==> config.mk <==
export PLATFORM = sky130hd
export DESIGN_NAME = farrow_interp_pp
export DESIGN_NICKNAME = d
export VERILOG_FILES = /design/src/rtl/farrow_interp_pp_pkg.sv /design/src/rtl/farrow_mac_stage.sv /design/src/rtl/farrow_interp_pp.sv
export SDC_FILE = /design/constraint.sdc
export NUM_CORES = 2
export LEC_CHECK = 0
export CAP_MARGIN = 15
export CORE_UTILIZATION = 65
export DETAILED_ROUTE_END_ITERATION = 7
export HOLD_SLACK_MARGIN = 0.02
export PLACE_DENSITY = 0.83
export SYNTH_ARGS = -nofsm -noshare
export SYNTH_HDL_FRONTEND = slang
export SYNTH_SLANG_ARGS = --single-unit
==> constraint.sdc <==
create_clock -name clk -period 9.05 [get_ports clk]
set_input_delay 2.2625 -clock clk [delete_from_list [all_inputs] [get_ports clk]]
set_output_delay 2.2625 -clock clk [all_outputs]
set_load 0.02 [all_outputs]
==> src/rtl/farrow_interp_pp_pkg.sv <==
// Shared fixed-point constants and helpers for the symbol-timing recovery datapath.
// Holds the Q-format limits, the NCO reset mu and the output saturation function.
package timing_pkg;

    localparam int DATA_W   = 16;
    localparam int MU_WIDTH = 10;
    localparam int MU_FRAC  = 9;
    localparam int ACC_W    = 20;

    localparam int SAT_MAX  = 32767;
    localparam int SAT_MIN  = -32768;

    localparam int MU_RESET = 154;

    localparam logic signed [ACC_W-1:0] ACC_SAT_MAX = ACC_W'(SAT_MAX);
    localparam logic signed [ACC_W-1:0] ACC_SAT_MIN = ACC_W'(SAT_MIN);

    // Clamp a wide accumulator to the Q1.15 output range.
    function automatic logic signed [DATA_W-1:0] sat(input logic signed [ACC_W-1:0] v);
        logic signed [DATA_W-1:0] r;
        if (v > ACC_SAT_MAX) begin
            r = DATA_W'(SAT_MAX);
        end else if (v < ACC_SAT_MIN) begin
            r = DATA_W'(SAT_MIN);
        end else begin
            r = v[DATA_W-1:0];
        end
        return r;
    endfunction

endpackage

==> src/rtl/farrow_mac_stage.sv <==
// One Farrow Horner step: registers (a * mu >>> MU_FRAC) + b, with the slot valid
// and an opaque side-band word travelling alongside the data.
module farrow_mac_stage
    import timing_pkg::*;
#(
    parameter int SIDE_W = 1
) (
    input  logic                    clk,
    input  logic                    rst,
    input  logic                    in_valid,
    input  logic signed [ACC_W-1:0] a,
    input  logic [MU_WIDTH-1:0]     mu,
    input  logic signed [ACC_W-1:0] b,
    input  logic [SIDE_W-1:0]       side_in,
    output logic                    out_valid,
    output logic signed [ACC_W-1:0] sum,
    output logic [SIDE_W-1:0]       side_out
);

    localparam int PROD_W = ACC_W + MU_WIDTH + 1;

    logic signed [PROD_W-1:0] a_ext;
    logic signed [PROD_W-1:0] mu_ext;
    logic signed [PROD_W-1:0] prod;
    logic signed [ACC_W-1:0]  scaled;
    logic signed [ACC_W-1:0]  sum_next;

    // mu is unsigned, so it is zero-extended before the signed multiply.
    assign a_ext    = {{(MU_WIDTH + 1){a[ACC_W-1]}}, a};
    assign mu_ext   = {{(ACC_W + 1){1'b0}}, mu};
    assign prod     = a_ext * mu_ext;
    assign scaled   = ACC_W'(prod >>> MU_FRAC);
    assign sum_next = scaled + b;

    always_ff @(posedge clk or posedge rst) begin
        if (rst) begin
            out_valid <= 1'b0;
            sum       <= '0;
            side_out  <= '0;
        end else begin
            out_valid <= in_valid;
            if (in_valid) begin
                sum      <= sum_next;
                side_out <= side_in;
            end
        end
    end

endmodule

==> src/rtl/farrow_interp_pp.sv <==
// Piecewise-parabolic (alpha = 0.5) Farrow interpolator: 4-sample delay line,
// coefficient stage, two Horner MAC stages and a saturating Q1.15 output.
module farrow_interp_pp
    import timing_pkg::*;
(
    input  logic                     clk,
    input  logic                     rst,
    input  logic                     in_valid,
    input  logic signed [DATA_W-1:0] x_in,
    input  logic [MU_WIDTH-1:0]      mu,
    input  logic                     strobe,
    output logic signed [DATA_W-1:0] y_out,
    output logic                     y_valid
);

    localparam int SIDE2_W = 1 + MU_WIDTH + ACC_W;

    logic signed [DATA_W-1:0] x_reg [4];
    logic signed [ACC_W-1:0]  x_ext [4];
    logic [MU_WIDTH-1:0]      mu_s_reg;
    logic                     stb_s_reg;
    logic                     cap_valid_reg;
    logic [2:0]               fill_reg;

    logic signed [ACC_W-1:0]  v2_reg, v1_reg, v0_reg;
    logic signed [ACC_W-1:0]  v2_next, v1_next;
    logic [MU_WIDTH-1:0]      mu1_reg;
    logic                     stb1_reg;
    logic                     valid1_reg;

    logic                     valid2;
    logic signed [ACC_W-1:0]  t2;
    logic [SIDE2_W-1:0]       side2;
    logic                     stb2;
    logic [MU_WIDTH-1:0]      mu2;
    logic signed [ACC_W-1:0]  v0_2;

    logic                     valid3;
    logic signed [ACC_W-1:0]  y_acc;
    logic                     stb3;

    genvar gi;
    generate
        for (gi = 0; gi < 4; gi++) begin : g_ext
            assign x_ext[gi] = {{(ACC_W - DATA_W){x_reg[gi][DATA_W-1]}}, x_reg[gi]};
        end

        for (gi = 1; gi < 4; gi++) begin : g_delay
            always_ff @(posedge clk or posedge rst) begin
                if (rst) begin
                    x_reg[gi] <= '0;
                end else if (in_valid) begin
                    x_reg[gi] <= x_reg[gi-1];
                end
            end
        end
    endgenerate

    // The strobe only counts once the delay line holds 4 real samples, this one included.
    always_ff @(posedge clk or posedge rst) begin
        if (rst) begin
            x_reg[0]      <= '0;
            mu_s_reg      <= '0;
            stb_s_reg     <= 1'b0;
            cap_valid_reg <= 1'b0;
            fill_reg      <= '0;
        end else begin
            cap_valid_reg <= in_valid;
            if (in_valid) begin
                x_reg[0]  <= x_in;
                mu_s_reg  <= mu;
                stb_s_reg <= strobe && (fill_reg >= 3'd3);
                if (fill_reg != 3'd4) begin
                    fill_reg <= fill_reg + 3'd1;
                end
            end
        end
    end

    assign v2_next = (x_ext[0] - x_ext[1] - x_ext[2] + x_ext[3]) >>> 1;
    assign v1_next = ((x_ext[1] <<< 1) + x_ext[1] - x_ext[0] - x_ext[2] - x_ext[3]) >>> 1;

    always_ff @(posedge clk or posedge rst) begin
        if (rst) begin
            v2_reg     <= '0;
            v1_reg     <= '0;
            v0_reg     <= '0;
            mu1_reg    <= '0;
            stb1_reg   <= 1'b0;
            valid1_reg <= 1'b0;
        end else begin
            valid1_reg <= cap_valid_reg;
            if (cap_valid_reg) begin
                v2_reg   <= v2_next;
                v1_reg   <= v1_next;
                v0_reg   <= x_ext[2];
                mu1_reg  <= mu_s_reg;
                stb1_reg <= stb_s_reg;
            end
        end
    end

    farrow_mac_stage #(
        .SIDE_W (SIDE2_W)
    ) u_stage2 (
        .clk       (clk),
        .rst       (rst),
        .in_valid  (valid1_reg),
        .a         (v2_reg),
        .mu        (mu1_reg),
        .b         (v1_reg),
        .side_in   ({stb1_reg, mu1_reg, v0_reg}),
        .out_valid (valid2),
        .sum       (t2),
        .side_out  (side2)
    );

    assign {stb2, mu2, v0_2} = side2;

    farrow_mac_stage #(
        .SIDE_W (1)
    ) u_stage3 (
        .clk       (clk),
        .rst       (rst),
        .in_valid  (valid2),
        .a         (t2),
        .mu        (mu2),
        .b         (v0_2),
        .side_in   (stb2),
        .out_valid (valid3),
        .sum       (y_acc),
        .side_out  (stb3)
    );

    assign y_out   = sat(y_acc);
    assign y_valid = valid3 && stb3;

endmodule
==> impl_metrics.py <==
metrics = {
    "sta": {
        "hold_ws_ns": 0.500,
        "fmax_ghz": 0.123,
        "slew_headroom_pct": 26.9,
        "slew_violations": 0,
        "rsz0062_at_grt": "false",
        "hold_violations": 0,
        "setup_violations": 0,
        "period_share_pct": 90.1,
        "setup_tns_ns": 0,
        "skew_ns": 0.0313,
        "worst_pin_slew_ns": 1.10,
        "finalCriticalPeriod_ns": 8.15,
    },
    "grt": {
        "grt_pass1_vias": 20100,
        "grt_overflow": 0,
        "track_usage_pct": 30.5,
        "antenna_found_initial": 0,
        "grt_first_pass_wirelength_um": 98900,
        "grt_start_max_net_pins": 112,
    },
    "routing": {
        "routed_via_density": 5.76,
        "route.detailed.drc": 0,
        "wl_um": 58000,
        "via_count": 17900,
        "drt_iter0_drc": 1160,
        "wl_per_cell_um": 18.6,
        "dr.pass1.iters": 5,
        "ant_nets": 0,
    },
    "clock_tree": {
        "cts_sinks": 214,
        "cts_tree": "yes",
        "htreeDepth": 1,
        "insertion_delay_ns": 0.57,
        "cts_root_buffer": "clkbuf_16",
        "ctsHoldBuffers": 0,
        "cts_buffers": 25,
        "cts_buffer_depth": 3,
        "clk_pin_slew_ns": 0.06,
        "post_cts_buffers": 0,
        "cts_resized": 0,
    },
    "cells_and_area": {
        "layout.nets": 3218,
        "diodes": 0,
        "largest_register_ff_count": 64,
        "area_delta_synth_final_pct": 6.47,
        "final_layout_size_suffix_gt1_share_pct": 9.31,
    },
    "critical_path": {
        "worst_path_max_delay_cell": "dfrtp_1",
        "max_stage_delay_ns": 0.83,
        "worstSetupPathType": "reg -> reg",
        "end_kind": "register",
        "r2r_start": "mu1_reg[5]$_DFFE_PP0P_",
        "worstSetupStartpointType": "register",
        "worstPathMaxFanout": 20,
        "cp.arrival_ns": 8.58,
        "startpoint": "mu1_reg[5]$_DFFE_PP0P_",
        "cp_common_cell": "fa_1",
        "worstPathRequired_ns": 9.48,
    },
    "yosys": {
        "syn_area_per_cell_um2": 10.1,
        "yosysSeqAreaShare_pct": 20.5,
        "async_reset_ff_share_pct": 100,
        "synth_cell_types": 75,
        "synth_nets": 3248,
        "ys_warn_count": 0,
        "netlist.area_leader.share_pct": 31.4,
        "ys.flop_type": "dfrtp_1",
        "synth_edf_count": 0,
        "ys_seq_elements": 214,
        "synth.largest_area_cell": "fa_1",
        "synth_most_common_cell": "inv_1",
        "syn_inst": 2599,
        "synthTopCellsByCount": "499 x inv_1, 410 x fa_1, 258 x nand2_1",
        "yosys-top-cells-area": "fa_1 31%, dfrtp_1 20%, ha_1 10%",
        "syn_area_um2": 26100,
    },
    "flow_run": {
        "drv_cap": 0,
    },
    "floorplan": {
        "dieArea_um2": 41000,
        "core_area_um2": 39700,
        "die_y_um": 203,
        "rows": 73,
        "io_pins": 47,
        "die_w_um": 203,
        "start_util_pct": 65.8,
    },
    "worst_hold_path": {
        "hp-class": "reg -> reg",
        "hold_path.startpoint": "v0_reg[12]$_DFFE_PP0P_",
    },
    "placement": {
        "hpwlAfterDp_um": 45500,
        "portBuffers": 46,
        "place.gp.congestion": 0.927,
    },
    "status": {
        "outcome": "complete, no violations",
    },
}
## cells by family after synthesis
logic type	share of synthesized area, %
AO/OA/AOI/OAI	7.04
XOR/XNOR	3.66
adder cells (fa/ha/maj)	41.4
buffers and inverters	8.72
flip-flops	20.5
multiplexers	6.92
AND/OR/NAND/NOR	11.8
## worst max-delay path: cells and delay by family (launching register included)
kind | cells | cell delay [ns]
AOI/OAI and AO/OA | 11 | 2.36
xor gates and xnor gates | 1 | 0.20
adders and majority gates | 7 | 3.05
buffers and inverters | 3 | 0.14
DFF | 1 | 0.83
muxes | 1 | 0.26
and+or+nand+nor | 5 | 1.17
## layout by cell type, fill, tap and decap left out, drive strengths merged, types with 45 or more instances in the layout
master and count:
nor2 63, a21oi 64, inv 504, xnor2 82, dfrtp 214, and2 184, o21ai 74, mux2 156
ha 209, nand2 258, fa 410, clkdlybuf4s50 45
## metrics by stage
stage | cells | area [um2] | setup slack (ns) | utilization [%]
3_3_place_gp | 3066 | 26900 | 1.36 | 67.7
4_1_cts | 3112 | 27800 | 1.02 | 70.0
5_1_grt | 3113 | 27800 | 0.377 | 70.1
2_1_floorplan | 2599 | 26100 | 0.937 | -
3_5_place_dp | 3066 | 26900 | 1.08 | 67.7
6_report | 3113 | 27800 | 0.897 | 70.1
## area by class of cell
type / instances / area [um2]
Sequential cell: 214 / 5360
Tap cell: 525 / 657
Multi-Input combinational cell: 1778 / 18500
Clock inverter: 16 / 221
Timing Repair Buffer: 51 / 515
Clock buffer: 30 / 694
Inverter: 499 / 1880
Fill cell: 2853 / 11900
## final timing paths
| path | end | depth (start not counted) | slack (ns) |
|---|---|---|---|
| min in group asynchronous | u_stage3.sum[9]$_DFFE_PP0P_ | 2 | 2.16 |
| setup reg to reg | u_stage2.sum[19]$_DFFE_PP0P_ | 28 | 0.90 |
| max in group asynchronous | valid1_reg$_DFF_PP0_ | 3 | 5.51 |
| hold / removal | u_stage2.side_out[12]$_DFFE_PP0P_ | 1 | 0.50 |
| setup / recovery | u_stage2.sum[19]$_DFFE_PP0P_ | 28 | 0.90 |
| hold reg to reg | u_stage2.side_out[12]$_DFFE_PP0P_ | 1 | 0.50 |
## per-layer routing
layer / up-vias / wire length (um) / share of wire, % / global-route usage [%]
li1: 8061 / - / - / -
met3: 141 / 3660 / 6.3 / 4.13
met2: 576 / 28700 / 49 / 52.1
met4: 0 / 2270 / 3.9 / 11.7
met1: 9149 / 23400 / 40 / 39.8
met5: - / 0 / 0 / 0
Power is left out: the tool's default activity adds up to more than one toggle a clock period on the data nets, which glitch-free logic cannot reach.
